### src/rtl/uart_pkg.sv
// Shared definitions for the message sequencer: default parameters and FSM state encoding.
// Latency: none (definitions only).
// Backpressure: not applicable.
package uart_pkg;

    localparam int DATA_W_DEF  = 8;
    localparam int MAX_LEN_DEF = 32;
    localparam int NUM_MSG_DEF = 4;

    localparam logic [2:0] ST_IDLE  = 3'd0;
    localparam logic [2:0] ST_FETCH = 3'd1;
    localparam logic [2:0] ST_WAIT  = 3'd2;
    localparam logic [2:0] ST_PUSH  = 3'd3;
    localparam logic [2:0] ST_DRAIN = 3'd4;
    localparam logic [2:0] ST_DONE  = 3'd5;

    typedef enum logic [2:0] {
        S_IDLE  = ST_IDLE,
        S_FETCH = ST_FETCH,
        S_WAIT  = ST_WAIT,
        S_PUSH  = ST_PUSH,
        S_DRAIN = ST_DRAIN,
        S_DONE  = ST_DONE
    } seq_state_e;

endpackage

### src/rtl/msg_sequencer.sv
// Streams a selected message from an external ROM into a TX FIFO, one character at a time.
// Latency: 3 cycles per character (FETCH, WAIT, PUSH) with a non-full FIFO; done follows FIFO drain.
// Backpressure: fifo_full stalls in PUSH without writing; start only accepted on an empty FIFO.
module msg_sequencer
    import uart_pkg::*;
#(
    parameter int                 DATA_W   = DATA_W_DEF,
    parameter int                 MAX_LEN  = MAX_LEN_DEF,
    parameter int                 NUM_MSG  = NUM_MSG_DEF,
    parameter logic [DATA_W-1:0]  END_CHAR = '0
) (
    input  logic                                      clk,
    input  logic                                      rst_n,
    input  logic                                      send_msg,
    input  logic [$clog2(NUM_MSG)-1:0]                msg_sel,
    input  logic                                      abort,
    input  logic                                      fifo_empty,
    input  logic                                      fifo_full,
    output logic                                      rom_rd_en,
    output logic [$clog2(NUM_MSG)+$clog2(MAX_LEN)-1:0] rom_addr,
    input  logic [DATA_W-1:0]                         rom_data,
    output logic                                      fifo_wr_en,
    output logic [DATA_W-1:0]                         fifo_wr_data,
    output logic                                      busy,
    output logic                                      done,
    output logic                                      aborted,
    output logic [$clog2(MAX_LEN):0]                  char_cnt
);

    localparam int SEL_W = $clog2(NUM_MSG);
    localparam int IDX_W = $clog2(MAX_LEN);
    localparam int CNT_W = IDX_W + 1;
    localparam logic [IDX_W-1:0] IDX_LAST = IDX_W'(MAX_LEN - 1);

    seq_state_e         state_q, state_d;
    logic [SEL_W-1:0]   sel_q,   sel_d;
    logic [IDX_W-1:0]   idx_q,   idx_d;
    logic [DATA_W-1:0]  char_q,  char_d;
    logic [CNT_W-1:0]   cnt_q,   cnt_d;
    logic               aborted_q, aborted_d;
    logic               wr_fire;

    // A write happens only in PUSH with room in the FIFO; abort and reset both veto it immediately.
    assign wr_fire = rst_n && (state_q == S_PUSH) && !fifo_full && !abort;

    // Next-state logic: abort outranks every other event outside IDLE.
    always_comb begin
        state_d   = state_q;
        sel_d     = sel_q;
        idx_d     = idx_q;
        char_d    = char_q;
        cnt_d     = cnt_q;
        aborted_d = 1'b0;
        if (abort && (state_q != S_IDLE)) begin
            state_d   = S_IDLE;
            aborted_d = 1'b1;
        end else begin
            case (state_q)
                S_IDLE: begin
                    // A request against a non-empty FIFO is dropped, not remembered.
                    if (send_msg && fifo_empty) begin
                        state_d = S_FETCH;
                        sel_d   = msg_sel;
                        idx_d   = '0;
                        cnt_d   = '0;
                    end
                end
                S_FETCH: state_d = S_WAIT;
                S_WAIT: begin
                    char_d  = rom_data;
                    state_d = (rom_data == END_CHAR) ? S_DRAIN : S_PUSH;
                end
                S_PUSH: begin
                    if (!fifo_full) begin
                        cnt_d = cnt_q + 1'b1;
                        // The index saturates at the last slot so rom_addr never leaves the message.
                        if (idx_q == IDX_LAST) begin
                            state_d = S_DRAIN;
                        end else begin
                            idx_d   = idx_q + 1'b1;
                            state_d = S_FETCH;
                        end
                    end
                end
                S_DRAIN: begin
                    if (fifo_empty) state_d = S_DONE;
                end
                S_DONE:  state_d = S_IDLE;
                default: state_d = S_IDLE;
            endcase
        end
    end

    // State and datapath registers with synchronous active-low clear.
    always_ff @(posedge clk) begin
        if (!rst_n) begin
            state_q   <= S_IDLE;
            sel_q     <= '0;
            idx_q     <= '0;
            char_q    <= '0;
            cnt_q     <= '0;
            aborted_q <= 1'b0;
        end else begin
            state_q   <= state_d;
            sel_q     <= sel_d;
            idx_q     <= idx_d;
            char_q    <= char_d;
            cnt_q     <= cnt_d;
            aborted_q <= aborted_d;
        end
    end

    assign rom_rd_en    = rst_n && (state_q == S_FETCH);
    assign rom_addr     = {sel_q, idx_q};
    assign fifo_wr_en   = wr_fire;
    assign fifo_wr_data = char_q;
    assign busy         = rst_n && (state_q != S_IDLE);
    assign done         = rst_n && (state_q == S_DONE);
    assign aborted      = aborted_q;
    assign char_cnt     = cnt_q;

endmodule

### config.mk
export PLATFORM = sky130hd
export DESIGN_NAME = msg_sequencer
export DESIGN_NICKNAME = d
export VERILOG_FILES = /design/src/rtl/uart_pkg.sv /design/src/rtl/msg_sequencer.sv
export SDC_FILE = /design/constraint.sdc
export NUM_CORES = 1
export LEC_CHECK = 0
export CAP_MARGIN = 20
export CORE_MARGIN = 3
export CORE_UTILIZATION = 48
export CTS_CLUSTER_DIAMETER = 150
export DETAILED_ROUTE_END_ITERATION = 16
export PLACE_DENSITY_LB_ADDON = 0.05
export SYNTH_ARGS = -nofsm -noshare
export SYNTH_HDL_FRONTEND = slang
export SYNTH_SLANG_ARGS = --single-unit
### constraint.sdc
create_clock -name clk -period 2.45 [get_ports clk]
set_input_delay 0.245 -clock clk [delete_from_list [all_inputs] [get_ports clk]]
set_output_delay 0.245 -clock clk [all_outputs]
set_load 0.05 [all_outputs]
==> impl_metrics.yaml <==
run_status:
  status: "finished, final reports clean"
global_routing:
  gr-total-overflow: 0
  antenna_found_initial: 0
  grt_first_pass_wirelength_mm: 4.84
  grt_max_degree: 18
  grt_use_total: 0.185
  grt_pass1_vias: 1112
yosys:
  synth_top_area_cell: "dfxtp_1"
  yosysTopAreaCellShare: 0.410
  ys.flop_type: "dfxtp_1"
  syn_area_sq_mm: 0.00122
  synth_seq_cells: 25
  ys_types: 36
  synth_area_leaders: "dfxtp_1 (41%), nand2_1 (7.1%), a21oi_1 (5.7%), o21ai_0 (4.5%), nor2_1 (3.4%)"
  syn_nets: 165
  seq_area_frac_synth: 0.410
  yosysWarnings: 0
  async_flop_share: 0
  synth_cells: 146
  avgSynthCellArea_sq_um: 8.36
  synth_edf_count: 0
finish:
  n_antenna_cell: 0
  layout_common_cells: "clkdlybuf4s50_1 (37), dfxtp_1 (25), nand2_1 (23), a21oi_1 (14)"
  final_common_cell: "clkdlybuf4s50_1"
  areaGrowthSynthToFinish_pct: 40.9
  fillers: 174
  drive_above_1_share: 0.0695
  fin_nets: 207
cts:
  cts_resized: 0
  root_buffer: "clkbuf_4"
  htree_levels: 1
  insertion_delay_ps: 310
  post-cts-setup-buffers: 0
  cts_sinks: 25
  cts_buffer_depth: 2
  cts_hold_buffers: 0
  numCtsBuffers: 3
  cts_tree: "yes"
  clkTransAtPathRegs_ps: 140
job:
  cap_violations: 0
sta:
  relSlewSlack: 0.500
  setup_viol: 0
  fin_crit_ps: 2080
  fin_hold_ws_ps: 469
  rsz0062_at_grt: "no"
  tns_ps: 0
  hold_viol_final: 0
  skew_ps: 0.858
  post-route-period-util: 0.847
  worst_slew_pin_slew_ps: 748
  fmax_ghz: 0.482
  drv_slew: 0
drt:
  drt_first_pass_iters: 4
  drt-vias-per-instance: 5.69
  drt_first_iter_violations: 34
  totalWireLength_mm: 3.01
  ant_nets: 0
  drc_errors: 0
  avgRoutedWirePerCell_microns: 14.0
  vias: 1224
die:
  rows: 17
  die_w_microns: 56.4
  die-area_sq_mm: 0.00319
  ios: 42
  die_h_microns: 56.4
  coreArea_sq_mm: 0.00232
  floorplan.initialDensity: 0.527
critical_path:
  rr_startpoint: "state_q[0]"
  cp-end-kind: "output port"
  cpPeakStageDelay_ps: 630
  arrival_ps: 1830
  worst-r2r-cell-count: 4
  critPathLaunchType: "register"
  rr_endpoint: "char_cnt[3]"
  slowest_stage: "dfxtp_1"
  regToRegSetupSlack_ps: 570
  required_ps: 2200
  path_cells: "nor3b_4, nand2_1, nor2_1, buf_12"
  crit_buf_inv: 1
  path_delay_family: "simple AND/OR/NAND/NOR gates"
  cp_max_fo: 15
  critPathKind: "reg2out"
pwr:
  p_switching_mw: 0.216
  p_per_area_mw_per_mm2: 441
  irDropWorstVdd_mv: 0.316
  p_leak_nw: 0.598
  p_int_mw: 0.543
  switching_share: 0.285
  power_frac_seq: 0.564
  p_comb_frac: 0.189
  p_clk_frac: 0.247
place:
  gp_congestion: 0.754
  place_hpwl_mm: 2.22
  io_buffers: 41
hold_path:
  min_from: "fifo_wr_data[2]"
  hold_path_class: "reg2reg"
  min_to: "fifo_wr_data[2]"
  hold_depth: 2
kinds of logic (layout without fill, tap and decap cells):
| group | count (synthesis) | after routing | share of synthesized area |
|---|---|---|---|
| buf+inv | 7 | 48 | 0.0277 |
| fa+ha+maj | 3 | 3 | 0.0307 |
| flops | 25 | 25 | 0.410 |
| mux | 3 | 3 | 0.0246 |
| simple gates | 70 | 70 | 0.313 |
| xor+xnor | 1 | 1 | 0.00717 |
| compound gates | 37 | 37 | 0.188 |
power by group through the flow:
stage | registers (mW) | logic [mW] | clock network [mW]
after floorplan | 0.452 | 0.0650 | 0
after global placement | 0.436 | 0.140 | 0
after detailed placement | 0.437 | 0.142 | 0
after CTS | 0.428 | 0.143 | 0.192
after global routing | 0.431 | 0.153 | 0.208
final | 0.429 | 0.143 | 0.187
cell type report:
cell class              instances  area [sq um]  area share
inverters                       2          7.51     0.00436
multi-input cells             114           693       0.403
flip-flops and latches         25           500       0.291
well taps                      28          35.0      0.0204
clock buffers                   4          26.3      0.0153
repair buffers                 42           458       0.266
worst reg2reg max path: cells and delay by family, from the launching register on:
| kind | cells | cell delay (ps) |
|---|---|---|
| flip-flops | 1 | 630 |
| AO/OA/AOI/OAI | 2 | 410 |
| AND/OR/NAND/NOR | 2 | 770 |
synthesized netlist by cell type (2+ instances only):
cell type	number
a211oi_1	2
a21oi_1	14
a221oi_1	2
a32o_1	3
and2_1	2
and3_1	3
clkbuf_1	4
dfxtp_1	25
ha_1	3
mux2i_1	3
nand2_1	23
nand2b_1	5
nand3_1	2
nand3b_1	3
nor2_1	11
nor3_1	5
nor4_1	3
o21ai_0	11
or3_1	5
through the flow:
stage | setup WS (ps) | total power [mW] | utilization | std cells | area [sq um]
final | 375 | 0.759 | 0.742 | 215 | 1720
after global routing | 236 | 0.792 | 0.742 | 215 | 1720
after CTS | 386 | 0.763 | 0.742 | 215 | 1720
after detailed placement | 447 | 0.579 | 0.731 | 211 | 1690
after global placement | 546 | 0.576 | 0.731 | 211 | 1690
after floorplan | 379 | 0.517 | - | 146 | 1230
how the worst max path moves through the flow:
stage / slack (ps) / cells past startpoint / end / start
floorplan: 380 / 3 / done / state_q[2]
global placement: 550 / 5 / fifo_wr_en / rst_n
detailed placement: 450 / 5 / idx_q[4] / abort
CTS: 390 / 4 / fifo_wr_en / state_q[0]
global route: 240 / 4 / fifo_wr_en / state_q[0]
finish: 370 / 4 / fifo_wr_en / state_q[0]
registers in the layout, summed over array words and instances (netlist names):
| signal | flops |
|---|---|
| char_cnt | 6 |
| state_q | 3 |
| aborted | 1 |
| fifo_wr_data | 8 |
| idx_q | 5 |
| sel_q | 2 |
metal layers:
metal / share of wire / global-route usage / wire, microns
met3: 0.057 / 0.0368 / 172
met1: 0.44 / 0.230 / 1330
met5: 0 / 0 / 0
met2: 0.49 / 0.314 / 1470
met4: 0.010 / 0.0678 / 31
Note: power is estimated with default switching activity, not from simulation.
==> edit 1: new RTL, same settings <==
Set the package constant `MAX_LEN_DEF` to 64 (it was 32).
--- a/src/rtl/uart_pkg.sv
+++ b/src/rtl/uart_pkg.sv
@@ -4,7 +4,7 @@
 package uart_pkg;
 
     localparam int DATA_W_DEF  = 8;
-    localparam int MAX_LEN_DEF = 32;
+    localparam int MAX_LEN_DEF = 64;
     localparam int NUM_MSG_DEF = 4;
 
     localparam logic [2:0] ST_IDLE  = 3'd0;
Ports: changed (resized char_cnt and rom_addr); port bits go from 42 to 44. No check against the original RTL was run, so the function may have changed too.
==> edit 1 against the unedited design <==
Cell area rose by 6.5%. Hold slack improved by 7.8 ps. Clock skew rose by 1.1 ps. Worst setup slack improved by 12 ps. Highest routed layer unchanged. Sequential cell count rose by 2. Synthesized area rose by 9.4%. Critical path type unchanged. Fmax rose by 0.58%. Routed wire length rose by 9.9%.
Power is not compared: it rests on default switching activity, and its combinational part moved more than twofold at a synthesized area within 25%.
==> edit 1: results <==
set metrics [dict create \
    grt_max_degree 23 \
    diodes 0 \
    fillerInstances 217 \
    clk_share_pct 1.43 \
    multi_input_area_um2 728 \
    fin_cells 234 \
    clock-skew-final_ps 1.99 \
    pre_cts_ws_ps 389 \
    yosys-top-cells-area "dfxtp_1 40%, nand2_1 7.0%, a21boi_0 5.1%, a21oi_1 4.9%, or4_1 3.9%" \
    bufAreaShareNonClock_pct 26.2 \
    routed_wl_um 3300 \
    initialDrtViolationCount 55 \
    slew_headroom_pct 57.9 \
    cts_max_level 1 \
    min_path_type "reg2reg" \
    placed_cells 230 \
    slowest_delay_ps 570 \
    fin_area_um2 1830 \
    num-nonclk-inverters 5 \
    syn_avg_cell_area_um2 8.20 \
    n_all_buffers 46 \
    ys_seq_area_share_pct 40.4 \
    post-dp-hpwl_um 2570 \
    slowest_stage "nor4b_1" \
    first_global_vias 1256 \
    synth_warnings 0 \
    fin_nets 223 \
    power_switching_mw 0.371 \
    cp_max_fo 12 \
    register_area_um2 541 \
    syn-num-nets 181 \
    status "finished clean" \
    post-route-util_pct 71.3 \
    drive_above_1_share_pct 6.86 \
    synth_common_cells "27 x dfxtp_1, 25 x nand2_1, 13 x a21oi_1" \
    gr-usage-all-layers_pct 20.1 \
    numClockSinks 27 \
    portBuffers 43 \
    p_clk_share_pct 18.5 \
    cts_buffer_depth 2 \
    multi_input_cells 122 \
    grt_pass1_wl_um 5400 \
    viasPerCell 5.77 \
    gp_congestion 0.827 \
]
==> edit 1: cell count changes after synthesis, moves of 4 or more <==
cell	before	now
inv_1	1	5
o21ai_0	11	7
a21boi_0	0	9
or4_1	0	7
o31ai_1	0	6
==> edit 1: metal layers <==
layer	up-vias	wire length [um]	global-route usage (%)
li1	672	-	-
met1	638	1420	23.9
met2	38	1700	36.1
met3	2	173	3.95
met4	0	15	6.15
met5	-	0	0
==> edit 1: logic make-up after synthesis <==
logic type,Yosys count,share of synthesized area [%]
mux,3,2.25
flops,27,40.4
buf+inv,14,5.06
fa+ha+maj,2,1.87
xor+xnor,1,0.656
simple gates,73,28.7
compound gates,43,21.1
==> edit 1: path summary, 6_finish.rpt <==
path                                   endpoint  slack [ps]             from
worst min-delay path            fifo_wr_data[3]         480  fifo_wr_data[3]
worst max-delay path                 fifo_wr_en         390       state_q[2]
worst min register to register  fifo_wr_data[3]         480  fifo_wr_data[3]
worst max register to register         idx_q[3]         450       state_q[2]
==> edit 2: new RTL, same flow settings <==
Made on the original files. Reset style: asynchronous (`rst_n`), changed in one clocked block.
--- a/src/rtl/msg_sequencer.sv
+++ b/src/rtl/msg_sequencer.sv
@@ -92,7 +92,7 @@
     end
 
     // State and datapath registers with synchronous active-low clear.
-    always_ff @(posedge clk) begin
+    always_ff @(posedge clk or negedge rst_n) begin
         if (!rst_n) begin
             state_q   <= S_IDLE;
             sel_q     <= '0;
Check against the original RTL: differs if rst_n is asserted again (counterexample within 4 cycles, from zero or initial values and one cycle with rst_n low); with rst_n held inactive, the same outputs for 10 cycles.
==> edit 2 against the unedited design <==
Die area rose by 8.9%. Fmax shrank 0.65%. Sequential cell count is the same. Highest routed layer unchanged. Synthesized cell count is 16% lower. Synthesized area up 10%. Worst setup slack lost 14 ps. Critical endpoint unchanged. Routed wire length down 0.13%. Cell area rose by 9.2%.
Power is not compared: it rests on default switching activity, and its combinational part moved more than twofold at a synthesized area within 25%.
==> edit 2: results <==
set metrics [dict create \
    status "finished clean" \
    cts_buffers 3 \
    period_needed_ps 2090 \
    placed_cells 193 \
    detail_route.wl_per_cell_um 15.2 \
    cts_buffer_depth 2 \
    r2r_end "char_cnt[1]" \
    static-leakage-power_nw 0.776 \
    cp_max_fo 12 \
    synth-compound-area-share_pct 15.6 \
    drive_above_1_share_pct 18.6 \
    vias 1149 \
    synthAdderAreaFrac_pct 2.79 \
    slowest_stage "dfrtp_1" \
    grt_max_degree 17 \
    synth_common_cells "25 x dfrtp_1, 10 x mux2_2, 7 x nand2_1" \
    portBuffers 41 \
    cts_max_level 1 \
    ys_seq_area_share_pct 46.6 \
    synth_cells 122 \
    gp_congestion 0.771 \
    syn-num-nets 141 \
    grt_pass1_wl_um 5120 \
    synth-async-reset-ratio_pct 100 \
    viasPerCell 5.83 \
    holdBufCountCts 0 \
    cts_tree "built" \
    largest_reg_flops 8 \
    pre_cts_ws_ps 449 \
    initialDrtViolationCount 16 \
    synthMuxAreaShare_pct 9.87 \
    clock_latency_ps 330 \
    ff2ff_path_depth 5 \
    synth.distinct_cells 43 \
    slew_headroom_pct 62.2 \
    r2r_start "state_q[2]" \
    slowest_delay_ps 530 \
    synth-xor-area-share_pct 0 \
    min_path_type "in2async" \
    gr-usage-all-layers_pct 19.6 \
    root_buffer "clkbuf_4" \
    yosys-top-cells-area "dfrtp_1 47%, mux2_2 8.4%, ha_1 2.8%, a21oi_1 2.2%, o21ai_0 2.2%" \
    post-dp-hpwl_um 2350 \
    reg2reg_slack_ps 520 \
    clock-skew-final_ps 8.81 \
]
## edit 2: worst register-to-register path, stage by stage (launching register included)
cell and delay (ps):
dfrtp_1 530, or3_1 540, nand2_4 130, inv_4 50, or4b_4 510, o211ai_2 90
## edit 2: cell type report
| type | instances | area [um2] |
|---|---|---|
| Fill cell | 205 | 688 |
| Multi-Input combinational cell | 85 | 668 |
| Sequential cell | 25 | 626 |
| Timing Repair Buffer | 47 | 495 |
| Tap cell | 30 | 37.5 |
| Inverter | 6 | 25.0 |
| Clock buffer | 3 | 22.5 |
| Clock inverter | 1 | 5.00 |
## edit 2: per-stage QoR
step | util, % | area [um2] | hold slack (ps)
2_1_floorplan | - | 1340 | -50.6
3_3_place_gp | 72.1 | 1850 | 458
3_5_place_dp | 72.1 | 1850 | 478
4_1_cts | 73.2 | 1880 | 266
5_1_grt | 73.2 | 1880 | 274
6_report | 73.2 | 1880 | 281
## edit 2: worst max-delay path by stage
stage	from	end	depth (start not counted)
final	state_q[2]	fifo_wr_en	3
after global routing	state_q[2]	fifo_wr_en	3
after CTS	state_q[2]	fifo_wr_en	3
after detailed placement	fifo_full	fifo_wr_en	4
after global placement	fifo_full	fifo_wr_en	4
after floorplan	state_q[0]	rom_rd_en	2
## edit 2: routing by layer
layer,vias to the layer above,GRT usage [%],routed length (um),part of all wire [%]
li1,558,-,-,-
met1,555,26.9,1330,44
met2,32,29.7,1440,48
met3,4,4.39,173,5.8
met4,0,8.41,56,1.9
met5,-,0,0,0
## edit 2: power by group through the flow
stage | Clock [mW] | Combinational, mW | Sequential (mW)
floorplan | 0 | 0.410 | 1.16
global placement | 0 | 1.31 | 0.687
detailed placement | 0 | 1.33 | 0.701
CTS | 0.196 | 1.33 | 0.690
global route | 0.207 | 1.41 | 0.720
finish | 0.185 | 1.32 | 0.688
## edit 2: kinds of logic (layout without fill, tap and decap cells)
logic type,count (synthesis),in the layout
compound gates,30,30
fa+ha+maj,3,3
buf+inv,12,57
flops,25,25
mux,12,12
simple gates,40,40
